`config.mk`:
```
export PLATFORM = sky130hd
export DESIGN_NAME = basket_controller
export DESIGN_NICKNAME = d
export VERILOG_FILES = /design/src/rtl/basket_pkg.sv /design/src/rtl/basket_controller_store.sv /design/src/rtl/basket_controller.sv
export SDC_FILE = /design/constraint.sdc
export NUM_CORES = 1
export LEC_CHECK = 0
export BUFFER_PORTS_ARGS = -buffer_cell sky130_fd_sc_hd__buf_4
export CELL_PAD_IN_SITES_DETAIL_PLACEMENT = 1
export CELL_PAD_IN_SITES_GLOBAL_PLACEMENT = 1
export CORE_ASPECT_RATIO = 1.1
export CORE_UTILIZATION = 44
export DETAILED_ROUTE_END_ITERATION = 8
export GPL_ROUTABILITY_DRIVEN = 0
export PLACE_DENSITY_LB_ADDON = 0.05
export SYNTH_ARGS = -nofsm -noshare
export SYNTH_HDL_FRONTEND = slang
export SYNTH_SLANG_ARGS = --single-unit
```
`constraint.sdc`:
```
create_clock -name CLOCK_50 -period 4.1 [get_ports CLOCK_50]
set_clock_uncertainty 0.1 [all_clocks]
set_input_delay 0.615 -clock CLOCK_50 [delete_from_list [all_inputs] [get_ports CLOCK_50]]
set_output_delay 0.615 -clock CLOCK_50 [all_outputs]
set_load 0.02 [all_outputs]
```
`src/rtl/basket_pkg.sv`:
```
// Shared constants, types and the saturating quantity adder for the shopping basket.
// Imported by the basket controller and its entry store.
package basket_pkg;

    localparam int MAX_ITEMS    = 8;
    localparam int IDX_W        = $clog2(MAX_ITEMS);
    localparam int QTY_MAX      = 15;
    localparam int PRODUCT_ID_W = 4;
    localparam int QTY_W        = 4;
    localparam int CNT_W        = 4;
    localparam int MEM_DEPTH    = 2 ** IDX_W;

    localparam logic [CNT_W-1:0] MAX_CNT = CNT_W'(MAX_ITEMS);

    typedef enum logic [2:0] {
        IDLE   = 3'd0,
        SEARCH = 3'd1,
        UPDATE = 3'd2,
        APPEND = 3'd3,
        SHIFT  = 3'd4,
        CLR    = 3'd5,
        FINISH = 3'd6
    } state_e;

    typedef struct packed {
        logic [PRODUCT_ID_W-1:0] id;
        logic [QTY_W-1:0]        qty;
    } entry_t;

    typedef struct packed {
        logic [QTY_W-1:0] qty;
        logic             sat;
    } sat_sum_t;

    // Widen by one bit so an overflow is visible, then clip at the ceiling.
    function automatic sat_sum_t basket_sat_add(
        input logic [QTY_W-1:0] a,
        input logic [QTY_W-1:0] b
    );
        logic [QTY_W:0] sum_s;
        sat_sum_t       res_s;
        sum_s = {1'b0, a} + {1'b0, b};
        if (sum_s > (QTY_W + 1)'(QTY_MAX)) begin
            res_s.qty = QTY_W'(QTY_MAX);
            res_s.sat = 1'b1;
        end else begin
            res_s.qty = sum_s[QTY_W-1:0];
            res_s.sat = 1'b0;
        end
        return res_s;
    endfunction

endpackage

```
`src/rtl/basket_controller_store.sv`:
```
// Entry array for the basket: one write port, one combinational lookup for the
// controller, and a registered display read port.
module basket_controller_store
    import basket_pkg::*;
(
    input  logic             CLOCK_50,
    input  logic             RESET,
    input  logic             wr_en,
    input  logic [IDX_W-1:0] wr_idx,
    input  entry_t           wr_entry,
    input  logic [IDX_W-1:0] look_idx,
    output entry_t           look_entry,
    input  logic [IDX_W-1:0] rd_index,
    input  logic [CNT_W-1:0] count,
    output entry_t           rd_entry,
    output logic             rd_valid
);

    localparam entry_t ENTRY_ZERO = '{id: {PRODUCT_ID_W{1'b0}}, qty: {QTY_W{1'b0}}};

    // Sized to the full index range so no address can fall outside the array.
    entry_t mem_r [MEM_DEPTH];
    entry_t rd_entry_r;
    logic   rd_valid_r;

    // Entry array write port.
    always_ff @(posedge CLOCK_50) begin
        if (RESET) begin
            for (int i = 0; i < MEM_DEPTH; i++) begin
                mem_r[i] <= ENTRY_ZERO;
            end
        end else if (wr_en) begin
            mem_r[wr_idx] <= wr_entry;
        end else begin
            mem_r[wr_idx] <= mem_r[wr_idx];
        end
    end

    // Display read port, one cycle behind rd_index.
    always_ff @(posedge CLOCK_50) begin
        if (RESET) begin
            rd_entry_r <= ENTRY_ZERO;
            rd_valid_r <= 1'b0;
        end else begin
            rd_entry_r <= mem_r[rd_index];
            rd_valid_r <= (CNT_W'(rd_index) < count);
        end
    end

    assign look_entry = mem_r[look_idx];
    assign rd_entry   = rd_entry_r;
    assign rd_valid   = rd_valid_r;

endmodule

```
`src/rtl/basket_controller.sv`:
```
// Shopping-basket controller: merges repeat products, appends new ones, deletes
// with compaction and reports the entry count to the terminal state machine.
module basket_controller
    import basket_pkg::*;
(
    input  logic                    CLOCK_50,
    input  logic                    RESET,
    input  logic                    add_en,
    input  logic [PRODUCT_ID_W-1:0] add_product_id,
    input  logic [QTY_W-1:0]        add_qty,
    input  logic                    del_en,
    input  logic [IDX_W-1:0]        del_index,
    input  logic                    clear,
    input  logic [IDX_W-1:0]        rd_index,
    output logic [PRODUCT_ID_W-1:0] rd_product_id,
    output logic [QTY_W-1:0]        rd_qty,
    output logic                    rd_valid,
    output logic [CNT_W-1:0]        BasketProductNum,
    output logic                    busy,
    output logic                    done,
    output logic                    err_full,
    output logic                    err_index,
    output logic                    sat
);

    state_e                  state_r;
    state_e                  state_s;
    logic [CNT_W-1:0]        ptr_r;
    logic [CNT_W-1:0]        ptr_s;
    logic [CNT_W-1:0]        ptr_inc_s;
    logic [CNT_W-1:0]        count_r;
    logic [CNT_W-1:0]        count_s;
    logic [PRODUCT_ID_W-1:0] lat_id_r;
    logic [PRODUCT_ID_W-1:0] lat_id_s;
    logic [QTY_W-1:0]        lat_qty_r;
    logic [QTY_W-1:0]        lat_qty_s;

    logic                    wr_en_s;
    logic [IDX_W-1:0]        wr_idx_s;
    entry_t                  wr_entry_s;
    logic [IDX_W-1:0]        look_idx_s;
    entry_t                  look_entry_s;
    entry_t                  rd_entry_s;
    logic                    rd_valid_s;
    sat_sum_t                upd_sum_s;

    logic                    err_full_s;
    logic                    err_index_s;
    logic                    sat_s;
    logic                    busy_r;
    logic                    done_r;
    logic                    err_full_r;
    logic                    err_index_r;
    logic                    sat_r;

    basket_controller_store u_store (
        .CLOCK_50   (CLOCK_50),
        .RESET      (RESET),
        .wr_en      (wr_en_s),
        .wr_idx     (wr_idx_s),
        .wr_entry   (wr_entry_s),
        .look_idx   (look_idx_s),
        .look_entry (look_entry_s),
        .rd_index   (rd_index),
        .count      (count_r),
        .rd_entry   (rd_entry_s),
        .rd_valid   (rd_valid_s)
    );

    // Next-state, datapath control and completion flags.
    always_comb begin
        state_s     = state_r;
        ptr_s       = ptr_r;
        count_s     = count_r;
        lat_id_s    = lat_id_r;
        lat_qty_s   = lat_qty_r;
        wr_en_s     = 1'b0;
        wr_idx_s    = ptr_r[IDX_W-1:0];
        wr_entry_s  = '{id: lat_id_r, qty: lat_qty_r};
        look_idx_s  = ptr_r[IDX_W-1:0];
        err_full_s  = 1'b0;
        err_index_s = 1'b0;
        sat_s       = 1'b0;
        ptr_inc_s   = ptr_r + 4'd1;
        upd_sum_s   = basket_sat_add(look_entry_s.qty, lat_qty_r);

        case (state_r)
            IDLE: begin
                if (clear) begin
                    state_s = CLR;
                end else if (add_en) begin
                    lat_id_s  = add_product_id;
                    lat_qty_s = add_qty;
                    ptr_s     = 4'd0;
                    state_s   = SEARCH;
                end else if (del_en) begin
                    if (CNT_W'(del_index) >= count_r) begin
                        err_index_s = 1'b1;
                        state_s     = FINISH;
                    end else begin
                        ptr_s   = CNT_W'(del_index);
                        state_s = SHIFT;
                    end
                end else begin
                    state_s = IDLE;
                end
            end
            SEARCH: begin
                if (ptr_r == count_r) begin
                    state_s = APPEND;
                end else if (look_entry_s.id == lat_id_r) begin
                    state_s = UPDATE;
                end else begin
                    ptr_s = ptr_inc_s;
                end
            end
            UPDATE: begin
                wr_en_s    = 1'b1;
                wr_entry_s = '{id: lat_id_r, qty: upd_sum_s.qty};
                sat_s      = upd_sum_s.sat;
                state_s    = FINISH;
            end
            APPEND: begin
                if (count_r == MAX_CNT) begin
                    err_full_s = 1'b1;
                end else begin
                    wr_en_s  = 1'b1;
                    wr_idx_s = count_r[IDX_W-1:0];
                    count_s  = count_r + 4'd1;
                end
                state_s = FINISH;
            end
            SHIFT: begin
                // Pull the next entry down one slot per cycle to close the gap.
                look_idx_s = ptr_inc_s[IDX_W-1:0];
                if (ptr_inc_s < count_r) begin
                    wr_en_s    = 1'b1;
                    wr_entry_s = look_entry_s;
                    ptr_s      = ptr_inc_s;
                end else begin
                    if (count_r != 4'd0) begin
                        count_s = count_r - 4'd1;
                    end else begin
                        count_s = 4'd0;
                    end
                    state_s = FINISH;
                end
            end
            CLR: begin
                count_s = 4'd0;
                state_s = FINISH;
            end
            FINISH: begin
                state_s = IDLE;
            end
            default: begin
                state_s = IDLE;
            end
        endcase
    end

    // State, counters and registered status outputs.
    always_ff @(posedge CLOCK_50) begin
        if (RESET) begin
            state_r     <= IDLE;
            ptr_r       <= 4'd0;
            count_r     <= 4'd0;
            lat_id_r    <= {PRODUCT_ID_W{1'b0}};
            lat_qty_r   <= {QTY_W{1'b0}};
            busy_r      <= 1'b0;
            done_r      <= 1'b0;
            err_full_r  <= 1'b0;
            err_index_r <= 1'b0;
            sat_r       <= 1'b0;
        end else begin
            state_r     <= state_s;
            ptr_r       <= ptr_s;
            count_r     <= count_s;
            lat_id_r    <= lat_id_s;
            lat_qty_r   <= lat_qty_s;
            busy_r      <= (state_s != IDLE);
            done_r      <= (state_s == FINISH);
            err_full_r  <= err_full_s;
            err_index_r <= err_index_s;
            sat_r       <= sat_s;
        end
    end

    assign rd_product_id    = rd_entry_s.id;
    assign rd_qty           = rd_entry_s.qty;
    assign rd_valid         = rd_valid_s;
    assign BasketProductNum = count_r;
    assign busy             = busy_r;
    assign done             = done_r;
    assign err_full         = err_full_r;
    assign err_index        = err_index_r;
    assign sat              = sat_r;

endmodule

```
==> flow_metrics.env, run 1 <==
export IMPL_yosysWarnings=0
export IMPL_hold_depth=3
export IMPL_power_leakage_nw=2.62
export IMPL_path_class="register to register"
export IMPL_met2_length_um=8450
export IMPL_ys_types=55
export IMPL_setup_viol=0
export IMPL_initial_utilization_pct=45.7
export IMPL_via_count=4616
export IMPL_final_nets=643
export IMPL_layout_common_cells="100 x nor2_1, 64 x edfxtp_1, 58 x buf_4"
export IMPL_violations="design-rule violations"
export IMPL_dpl_instance_area_um2=6310
export IMPL_wl_met1_um=7260
export IMPL_cts_root_buf="clkbuf_16"
export IMPL_synth_edff_count=64
export IMPL_syn_nets=610
export IMPL_worst_r2r_endpoint="u_store.mem_r[2][3]$_SDFFCE_PN0P_"
export IMPL_synthArstFlopShare_pct=0
export IMPL_highest_layer="met4"
export IMPL_crit_path_end_kind="register"
export IMPL_hold_start="add_qty[2]"
export IMPL_die_h_um=123
export IMPL_routedWlPerCell_um=21.9
export IMPL_avgSynthCellArea_um2=10.2
export IMPL_final_common_cell="nor2_1"
export IMPL_hold_path_endpoint="lat_qty_r[2]$_SDFFE_PP0P_"
export IMPL_synth_top_family_by_area="simple AND/OR/NAND/NOR gates"
export IMPL_die_area_um2=13700
export IMPL_worst_slack_ps=228
export IMPL_wl_um=16900
export IMPL_cts_tree="yes"
export IMPL_synth_compound_area_share_pct=8.76
export IMPL_firstDrtPassIters=6
export IMPL_clkTransAtPathRegs_ps=70
export IMPL_hpwl_um=12600
export IMPL_num_antenna_cells=0
export IMPL_relSlewSlack_pct=40.4
export IMPL_io_pins=37
export IMPL_powerDensity_nw_per_um2=642
export IMPL_synthFlopType="edfxtp_1"
export IMPL_cp_max_fo=8
export IMPL_synthCells=574
export IMPL_synth_adder_area_share_pct=3.78
export IMPL_final_min_clock_period_ps=3870
export IMPL_area_growth_pct=14.0
export IMPL_grt_util_all_layers_pct=26.1
export IMPL_max_freq_ghz=0.258
export IMPL_antenna_found_initial=0
export IMPL_seq_area_frac_synth_pct=44.3
export IMPL_grt_pass1_vias=4778
export IMPL_core_area_um2=12800
export IMPL_grt_pass1_wl_um=26900
export IMPL_cts_inserted_buffers=9
export IMPL_worst_skew_pair_late_latency_ps=360
export IMPL_worstMarginPinSlew_ps=882
export IMPL_r2r_cells=13
export IMPL_cap_violations=0
export IMPL_cts_sinks=97
export IMPL_status="finished, violations left"
export IMPL_peakVddDrop_v=0.000259
export IMPL_rsz0062_at_grt="false"
export IMPL_regToRegStartpoint="state_r[1]$_SDFF_PP0_"
export IMPL_synthXorXnorAreaFrac_pct=2.10
export IMPL_fp_dieW_um=112
export IMPL_critical_path_arrival_ps=3890
export IMPL_htree_num_levels=3
export IMPL_drive_gt1_share_pct=19.0
export IMPL_place_ws_ps=29.7
export IMPL_fin_crit_sh_pct=94.4
export IMPL_ant_nets=0
export IMPL_grt_max_degree=57
export IMPL_fin_total_pwr_mw=4.27
export IMPL_drv_slew=0
export IMPL_port_buffers=36
export IMPL_ys_ff_latch=97
export IMPL_cts_hold_buf=0
export IMPL_synth_mux_area_share_pct=13.7
export IMPL_drt_iter0_drc=375
export IMPL_finish_instance_area_um2=6650
export IMPL_netlist_area_um2=5830
export IMPL_required_ps=4120
export IMPL_hold_viol_final=0
export IMPL_cts_buffer_depth=2
export IMPL_via_per_inst=6.00
export IMPL_reg2reg_slack_ps=230
export IMPL_drc=3
export IMPL_hold_class="primary input to register"
export IMPL_final_setup_tns_ps=0
export IMPL_start_kind="register"
export IMPL_grt_overflow_total=0
export IMPL_core_rowCount=43
export IMPL_wl_met3_um=785
export IMPL_yosys_area_share_simple_pct=23.8
layout make-up:
type	count	area (um2)
Clock buffer	9	225
Clock inverter	7	86.3
Fill cell	1416	6100
Inverter	15	56.3
Multi-Input combinational cell	425	3050
Sequential cell	97	2580
Tap cell	157	196
Timing Repair Buffer	59	447
through the flow:
| stage | hold slack (ps) | instances | util (%) |
|---|---|---|---|
| global placement | 406 | 753 | 49.5 |
| global route | 402 | 769 | 52.1 |
| floorplan | 388 | 574 | - |
| finish | 383 | 769 | 52.1 |
| detailed placement | 423 | 753 | 49.5 |
| CTS | 381 | 769 | 52.0 |
state kept, by name, indices dropped and copies added (netlist names):
| register | count |
|---|---|
| lat_id_r | 4 |
| BasketProductNum | 4 |
| busy | 1 |
| err_index | 1 |
| err_full | 1 |
| u_store.mem_r | 64 |
| u_store.rd_valid | 1 |
| u_store.rd_entry | 8 |
| lat_qty_r | 4 |
| sat | 1 |
| ptr_r | 4 |
| state_r | 3 |
| done | 1 |
worst max path at each step:
stage,from,endpoint,slack [ps],cells after the start
6_report,state_r[1]$_SDFF_PP0_,u_store.mem_r[2][3]$_SDFFCE_PN0P_,230,13
5_1_grt,ptr_r[0]$_SDFFE_PP0P_,u_store.mem_r[7][3]$_SDFFCE_PN0P_,60,14
4_1_cts,state_r[2]$_SDFF_PP0_,u_store.mem_r[4][1]$_SDFFCE_PN0P_,80,14
3_5_place_dp,state_r[1]$_SDFF_PP0_,u_store.mem_r[4][1]$_SDFFCE_PN0P_,30,14
3_3_place_gp,state_r[1]$_SDFF_PP0_,u_store.mem_r[1][1]$_SDFFCE_PN0P_,220,14
2_1_floorplan,ptr_r[1]$_SDFFE_PP0P_,u_store.mem_r[0][0]$_SDFFCE_PN0P_,50,16
synthesized netlist by cell type (4+ instances only):
| cell type | count | area share (%) |
|---|---|---|
| a211oi_1 | 7 | 0.90 |
| a21o_1 | 5 | 0.64 |
| a21oi_1 | 10 | 0.86 |
| and3_1 | 16 | 1.7 |
| buf_2 | 6 | 0.52 |
| clkbuf_1 | 28 | 1.8 |
| dfxtp_1 | 33 | 11 |
| edfxtp_1 | 64 | 33 |
| ha_1 | 16 | 3.4 |
| inv_1 | 15 | 0.97 |
| mux2i_1 | 21 | 3.6 |
| mux4_2 | 24 | 9.3 |
| nand2_1 | 20 | 1.3 |
| nand2b_1 | 16 | 1.7 |
| nand3_1 | 17 | 1.5 |
| nor2_1 | 100 | 6.4 |
| nor2b_1 | 15 | 1.6 |
| nor3_1 | 37 | 3.2 |
| nor3b_1 | 17 | 2.2 |
| o21ai_0 | 22 | 1.9 |
| o21ai_1 | 5 | 0.43 |
| o32ai_1 | 4 | 0.60 |
| or3_1 | 17 | 1.8 |
| xnor2_1 | 5 | 0.75 |
| xor2_1 | 9 | 1.4 |
worst max-delay path, cell delays in order, from the launching register on:
cell	delay (ps)
dfxtp_1	530
buf_4	210
and4bb_1	190
xnor2_1	490
buf_4	240
mux2i_2	290
inv_1	80
ha_1	270
a21o_1	170
a21oi_1	180
xnor2_1	90
a221o_1	300
a31o_2	280
and3_1	200
cells by family after synthesis:
group           after synthesis
compound gates               75
xor+xnor                     14
fa+ha+maj                    17
buf+inv                      52
flops                        97
mux                          49
simple gates                270
layer usage:
metal,GRT usage [%],up-vias
met1,32.7,2322
met3,3.51,19
li1,-,2172
met2,46.0,103
met4,10.4,0
met5,0,-
power by group:
part | switching (mW) | internal [mW]
clock network | 0.413 | 0.486
logic | 1.26 | 0.844
registers | 0.120 | 1.15
total | 1.79 | 2.48
repair_timing:
action,4_1_cts,5_1_grt
hold endpoints to repair,0,0
resized for setup,2,4
endpoints found under the setup margin,10,32
gates cloned,0,0
setup buffers,0,0
No activity file was read; power rests on OpenSTA's default activity.
==> run 2, diff against run 1 <==
--- a/config.mk
+++ b/config.mk
@@ -5,11 +5,13 @@
 export SDC_FILE = /design/constraint.sdc
 export NUM_CORES = 1
 export LEC_CHECK = 0
+export ABC_AREA = 1
+export ABC_CLOCK_PERIOD_IN_PS = 4100
 export BUFFER_PORTS_ARGS = -buffer_cell sky130_fd_sc_hd__buf_4
 export CELL_PAD_IN_SITES_DETAIL_PLACEMENT = 1
 export CELL_PAD_IN_SITES_GLOBAL_PLACEMENT = 1
 export CORE_ASPECT_RATIO = 1.1
-export CORE_UTILIZATION = 44
+export CORE_UTILIZATION = 41
 export DETAILED_ROUTE_END_ITERATION = 8
 export GPL_ROUTABILITY_DRIVEN = 0
 export PLACE_DENSITY_LB_ADDON = 0.05
==> run 2 against run 1 <==
  * The run now ends clean
  * Final cell count increased by 23%
  * Wire length increased by 6.0%
  * Die area increased by 4.4%
  * Clock-buffer cell count increased by 5
  * Sequential cell count unchanged
  * Utilization decreased by 3.7 points
  * Sequential power about the same
==> flow_metrics.env, run 2 <==
export IMPL_top_register="u_store.mem_r"
export IMPL_drive_gt1_share_pct=11.6
export IMPL_final_min_clock_period_ps=3720
export IMPL_yosysWarnings=0
export IMPL_largest_reg_flops=64
export IMPL_final_nets=796
export IMPL_grt_overflow_total=0
export IMPL_cp_max_fo=20
export IMPL_worst_slack_ps=377
export IMPL_hold_class="primary input to register"
export IMPL_grt_util_all_layers_pct=26.6
export IMPL_htree_num_levels=3
export IMPL_clkTransAtPathRegs_ps=70
export IMPL_firstDrtPassIters=7
export IMPL_final_setup_tns_ps=0
export IMPL_hold_viol_final=0
export IMPL_core_area_um2=13400
export IMPL_cp_cell_sequence="nor2_2 > nand2_2 > nand2_2 > nand2_2 > o21ai_0 > nand3_1 > o21ai_1 > ha_1 > inv_1 > fa_1 > xor2_1 > o22ai_1 > a21oi_1 > nand3_1 > nand2_1 > inv_1"
export IMPL_drc=0
export IMPL_num_antenna_cells=0
export IMPL_fp_dieW_um=114
export IMPL_place_ws_ps=308
export IMPL_powerDensity_nw_per_um2=684
export IMPL_synth_top_area_cell="edfxtp_1"
export IMPL_power_leakage_nw=2.91
export IMPL_avgSynthCellArea_um2=7.79
export IMPL_required_ps=4110
export IMPL_die_area_um2=14300
export IMPL_synthArstFlopShare_pct=0
export IMPL_io_pins=37
export IMPL_ant_nets=0
export IMPL_cts_inserted_buffers=9
export IMPL_synth_edff_count=64
export IMPL_netlist_top_cells_area="edfxtp_1 34%, dfxtp_1 12%, nand2_1 8.0%"
export IMPL_slowest_delay_ps=410
export IMPL_cts_buffer_depth=2
export IMPL_syn_nets=765
export IMPL_die_h_um=125
export IMPL_worstMarginPinSlew_ps=786
export IMPL_grt_pass1_wl_um=29000
export IMPL_cts_tree="yes"
export IMPL_crit_path_end_kind="register"
export IMPL_layout_common_cells="121 x nand2_1, 106 x nor2_1, 100 x inv_1"
export IMPL_seq_area_frac_synth_pct=45.5
export IMPL_netlist_area_um2=5680
export IMPL_crit_top_cell="nand2_2"
export IMPL_fin_crit_sh_pct=90.8
export IMPL_drv_slew=0
export IMPL_via_count=5166
export IMPL_rsz0062_at_grt="false"
export IMPL_area_growth_pct=14.2
export IMPL_grt_max_degree=46
export IMPL_hpwl_um=13300
export IMPL_worst_skew_pair_late_latency_ps=360
export IMPL_setup_viol=0
export IMPL_routedWlPerCell_um=18.9
export IMPL_relSlewSlack_pct=47.2
export IMPL_ys_types=45
export IMPL_antenna_found_initial=0
export IMPL_crit_slowest_cell="fa_1"
export IMPL_cts_root_buf="clkbuf_16"
export IMPL_critical_path_n_buffers_inverters=2
export IMPL_peakVddDrop_v=0.000281
export IMPL_synthCells=729
export IMPL_fin_total_pwr_mw=4.43
export IMPL_synthFlopType="edfxtp_1"
export IMPL_critical_path_arrival_ps=3730
export IMPL_status="completed"
export IMPL_yosysMostFrequentCell="nand2_1"
export IMPL_path_class="register to register"
export IMPL_drt_iter0_drc=301
export IMPL_max_freq_ghz=0.269
export IMPL_cts_sinks=97
export IMPL_core_rowCount=44
export IMPL_cts_hold_buf=0
export IMPL_yosysTopAreaCellShare_pct=33.9
export IMPL_via_per_inst=5.44
export IMPL_cap_violations=0
export IMPL_fin_util_pct=48.4
export IMPL_initial_utilization_pct=42.4
export IMPL_grt_pass1_vias=5526
export IMPL_final_common_cell="nand2_1"
export IMPL_wl_um=17900
export IMPL_path_delay_family="simple AND/OR/NAND/NOR gates"
export IMPL_port_buffers=36
export IMPL_ys_ff_latch=97
export IMPL_synth_common_cells="121 x nand2_1, 106 x nor2_1, 100 x inv_1"
export IMPL_start_kind="register"
==> run 2: cell types whose count changed in the layout (fill, tap and decap cells not counted), moves of 16 or more <==
cell	change
nand2_1	+101
nand2b_1	-16
mux2i_1	-21
nor3_1	-34
nor3b_1	-17
nand3_1	+51
mux4_2	-24
o21ai_0	+49
a21oi_1	+27
or3_1	-17
inv_1	+85
==> run 2: final timing paths <==
| check | endpoint | slack [ps] | cells past startpoint | start |
|---|---|---|---|---|
| setup / recovery | u_store.mem_r[0][2]$_SDFFCE_PN0P_ | 380 | 16 | state_r[1]$_SDFF_PP0_ |
| hold reg to reg | lat_id_r[1]$_SDFFE_PP0P_ | 400 | 2 | lat_id_r[1]$_SDFFE_PP0P_ |
| setup reg to reg | u_store.mem_r[0][2]$_SDFFCE_PN0P_ | 380 | 16 | state_r[1]$_SDFF_PP0_ |
| hold / removal | u_store.rd_valid$_SDFF_PP0_ | 400 | 2 | RESET |
==> run 2: final cells by class <==
cell class / count / area, um2
clock inverters: 2 / 60.1
clock buffers: 14 / 275
flip-flops and latches: 97 / 2580
multi-input cells: 500 / 2560
fillers: 1691 / 6900
well taps: 184 / 230
repair buffers: 49 / 380
inverters: 103 / 392
==> run 2: worst register-to-register path: cells and delay by family (launching register included) <==
| kind | cells | cell delay, ps |
|---|---|---|
| compound gates | 4 | 680 |
| flops | 1 | 340 |
| xor+xnor | 1 | 200 |
| buf+inv | 2 | 100 |
| simple gates | 7 | 1400 |
| fa+ha+maj | 2 | 640 |
==> run 2: power by group <==
| part | leakage [nW] | internal [mW] | switching, mW |
|---|---|---|---|
| Sequential | 0.933 | 1.16 | 0.0934 |
| Clock | 0.162 | 0.590 | 0.381 |
| Combinational | 1.81 | 0.700 | 1.51 |
| Total | 2.91 | 2.46 | 1.98 |
==> run 2: metrics by stage <==
stage	hold WS [ps]	instance area [um2]	std cells
4_1_cts	398	6450	947
3_3_place_gp	376	6110	931
2_1_floorplan	362	5680	729
3_5_place_dp	391	6110	931
6_report	401	6480	949
5_1_grt	413	6480	949
==> run 2: kinds of logic (layout without fill, tap and decap cells) <==
logic type / count (synthesis) / after routing / share of synthesized area, %
buffers and inverters: 132 / 168 / 9.48
XOR/XNOR: 5 / 5 / 0.772
AND/OR/NAND/NOR: 322 / 322 / 24.5
adder cells (fa/ha/maj): 17 / 17 / 3.88
flip-flops: 97 / 97 / 45.5
AO/OA/AOI/OAI: 156 / 156 / 15.8
==> run 2: per-layer routing <==
layer | vias to the layer above | share of wire (%) | wire (um) | global-route usage, %
met5 | - | 0 | 0 | 0
met4 | 0 | 3.0 | 541 | 12.3
met3 | 34 | 3.4 | 612 | 3.44
met2 | 130 | 52 | 9310 | 48.1
met1 | 2504 | 42 | 7430 | 30.9
li1 | 2498 | - | - | -
==> run 2: repair_timing <==
| item | in CTS | in global routing |
|---|---|---|
| buffers inserted | 0 | 2 |
| endpoints found under the setup margin | 0 | 15 |
| gates resized for setup | 0 | 1 |
==> run 3, diff against run 2 <==
--- a/config.mk
+++ b/config.mk
@@ -7,12 +7,12 @@
 export LEC_CHECK = 0
 export ABC_AREA = 1
 export ABC_CLOCK_PERIOD_IN_PS = 4100
-export BUFFER_PORTS_ARGS = -buffer_cell sky130_fd_sc_hd__buf_4
 export CELL_PAD_IN_SITES_DETAIL_PLACEMENT = 1
 export CELL_PAD_IN_SITES_GLOBAL_PLACEMENT = 1
 export CORE_ASPECT_RATIO = 1.1
-export CORE_UTILIZATION = 41
+export CORE_UTILIZATION = 43
 export DETAILED_ROUTE_END_ITERATION = 8
+export DONT_BUFFER_PORTS = 1
 export GPL_ROUTABILITY_DRIVEN = 0
 export PLACE_DENSITY_LB_ADDON = 0.05
 export SYNTH_ARGS = -nofsm -noshare
==> run 3 against run 2 <==
  * The flow now finishes with violations (design-rule violations)
  * Sequential power barely moved
  * Total power is 6.8% lower
  * Highest routed layer unchanged
  * Critical path depth is 1 lower
  * Clock-buffer cell count shrank 3
  * Hold slack got worse by 190 ps
  * Final area decreased by 5.9%
==> flow_metrics.env, run 3 (same netlist as run 2, synthesis figures left out) <==
export IMPL_hold_start="RESET"
export IMPL_initial_utilization_pct=44.5
export IMPL_htree_num_levels=3
export IMPL_final_min_clock_period_ps=3800
export IMPL_slowest_delay_ps=480
export IMPL_port_buffers=0
export IMPL_routedWlPerCell_um=19.6
export IMPL_drv_slew=0
export IMPL_peakVddDrop_v=0.000301
export IMPL_powerDensity_nw_per_um2=678
export IMPL_fin_crit_sh_pct=92.7
export IMPL_crit_slowest_cell="dfxtp_1"
export IMPL_grt_pass1_vias=5125
export IMPL_relSlewSlack_pct=43.3
export IMPL_cts_sinks=97
export IMPL_dp_cells=871
export IMPL_reg2reg_slack_ps=300
export IMPL_crit_path_end_kind="register"
export IMPL_status="finished, violations left"
export IMPL_max_freq_ghz=0.263
export IMPL_hold_viol_final=0
export IMPL_grt_pass1_wl_um=27500
export IMPL_worstMarginPinSlew_ps=845
export IMPL_drt_iter0_drc=294
export IMPL_multi_input_area_um2=2560
export IMPL_cts_tree="yes"
export IMPL_hold_depth=1
export IMPL_rsz0062_at_grt="false"
export IMPL_io_pins=37
export IMPL_ant_nets=0
export IMPL_cts_root_buf="clkbuf_16"
export IMPL_grt_util_all_layers_pct=26.7
export IMPL_finalNonFillerCells=887
export IMPL_regToRegStartpoint="ptr_r[0]$_SDFFE_PP0P_"
export IMPL_power_leakage_nw=2.68
export IMPL_antenna_found_initial=0
export IMPL_clkTransAtPathRegs_ps=70
export IMPL_drive_gt1_share_pct=7.40
export IMPL_hold_class="primary input to register"
export IMPL_cp_cell_sequence="ha_1 > o21ai_4 > o21ai_0 > o21ai_0 > o21ai_1 > ha_1 > inv_1 > fa_1 > nor2_1 > a211oi_1 > nor2_1 > a21oi_1 > nand2_1 > nand2_1 > inv_1"
export IMPL_cp_max_fo=12
export IMPL_largest_reg_flops=64
export IMPL_cap_violations=0
export IMPL_cts_buffer_depth=2
export IMPL_start_kind="register"
export IMPL_layout_common_cells="121 x nand2_1, 106 x nor2_1, 100 x inv_1"
export IMPL_post_cts_setup_buffer_count=0
export IMPL_r2r_cells=15
export IMPL_path_class="register to register"
export IMPL_wl_um=17300
export IMPL_final_common_cell="nand2_1"
export IMPL_grt_overflow_total=0
export IMPL_core_rowCount=43
export IMPL_required_ps=4110
export IMPL_drc=2
export IMPL_area_growth_pct=7.41
export IMPL_via_per_inst=5.64
export IMPL_fp_dieW_um=112
export IMPL_die_area_um2=13700
export IMPL_hold_path_endpoint="u_store.rd_valid$_SDFF_PP0_"
export IMPL_grt_max_degree=46
export IMPL_die_h_um=123
export IMPL_setup_viol=0
export IMPL_fillers=1599
export IMPL_worst_r2r_endpoint="u_store.mem_r[0][0]$_SDFFCE_PN0P_"
export IMPL_critical_path_arrival_ps=3810
export IMPL_top_register="u_store.mem_r"
export IMPL_final_nets=761
export IMPL_cts_resized=0
export IMPL_firstDrtPassIters=7
export IMPL_cts_hold_buf=0
export IMPL_dpl_instance_area_um2=5830
export IMPL_num_antenna_cells=0
export IMPL_cts_inserted_buffers=9
export IMPL_violations="design-rule violations"
export IMPL_finish_instance_area_um2=6100
export IMPL_final_setup_tns_ps=0
export IMPL_hpwl_um=12700
export IMPL_worst_skew_pair_late_latency_ps=360
export IMPL_seq_area_um2=2580
export IMPL_via_count=5001
export IMPL_core_area_um2=12800
==> run 3: where the power goes <==
group	switching (mW)	internal [mW]	total [mW]
clock network	0.382	0.412	0.794
registers	0.115	1.17	1.28
logic	1.44	0.622	2.06
==> run 3: through the flow <==
stage	power, mW	utilization (%)	hold slack, ps	setup WS [ps]
final	4.13	47.8	216	300
after global routing	4.42	47.8	210	27.1
after CTS	4.15	47.8	210	327
after detailed placement	3.34	45.7	391	391
after global placement	3.26	45.7	379	568
after floorplan	2.78	-	362	1070
==> run 3: critical path, delay by kind of cell, from the launching register on <==
| kind | cells | cell delay (ps) |
|---|---|---|
| flops | 1 | 480 |
| fa+ha+maj | 3 | 830 |
| simple gates | 4 | 650 |
| buf+inv | 2 | 140 |
| compound gates | 6 | 1360 |
==> run 3: worst max-delay path by stage <==
| stage | to | slack [ps] | depth (start not counted) | from |
|---|---|---|---|---|
| 2_1_floorplan | u_store.mem_r[0][1]$_SDFFCE_PN0P_ | 1070 | 18 | state_r[1]$_SDFF_PP0_ |
| 3_3_place_gp | u_store.mem_r[1][0]$_SDFFCE_PN0P_ | 570 | 15 | ptr_r[0]$_SDFFE_PP0P_ |
| 3_5_place_dp | u_store.mem_r[3][2]$_SDFFCE_PN0P_ | 390 | 15 | ptr_r[0]$_SDFFE_PP0P_ |
| 4_1_cts | u_store.mem_r[0][0]$_SDFFCE_PN0P_ | 330 | 15 | ptr_r[0]$_SDFFE_PP0P_ |
| 5_1_grt | u_store.mem_r[3][1]$_SDFFCE_PN0P_ | 30 | 13 | ptr_r[0]$_SDFFE_PP0P_ |
| 6_report | u_store.mem_r[0][0]$_SDFFCE_PN0P_ | 300 | 15 | ptr_r[0]$_SDFFE_PP0P_ |
==> run 3: area by class of cell <==
class	count	share of cell area (%)
Clock inverter	5	0.534
Inverter	103	6.42
Multi-Input combinational cell	500	41.9
Tap cell	157	3.22
Timing Repair Buffer	14	1.72
Clock buffer	11	3.82
Sequential cell	97	42.4
==> run 3: metal layers <==
layer / vias up / GRT usage (%) / wire (um)
li1: 2416 / - / -
met1: 2445 / 30.9 / 7180
met2: 120 / 49.7 / 9090
met3: 20 / 3.75 / 703
met4: 0 / 11.1 / 375
met5: - / 0 / 0
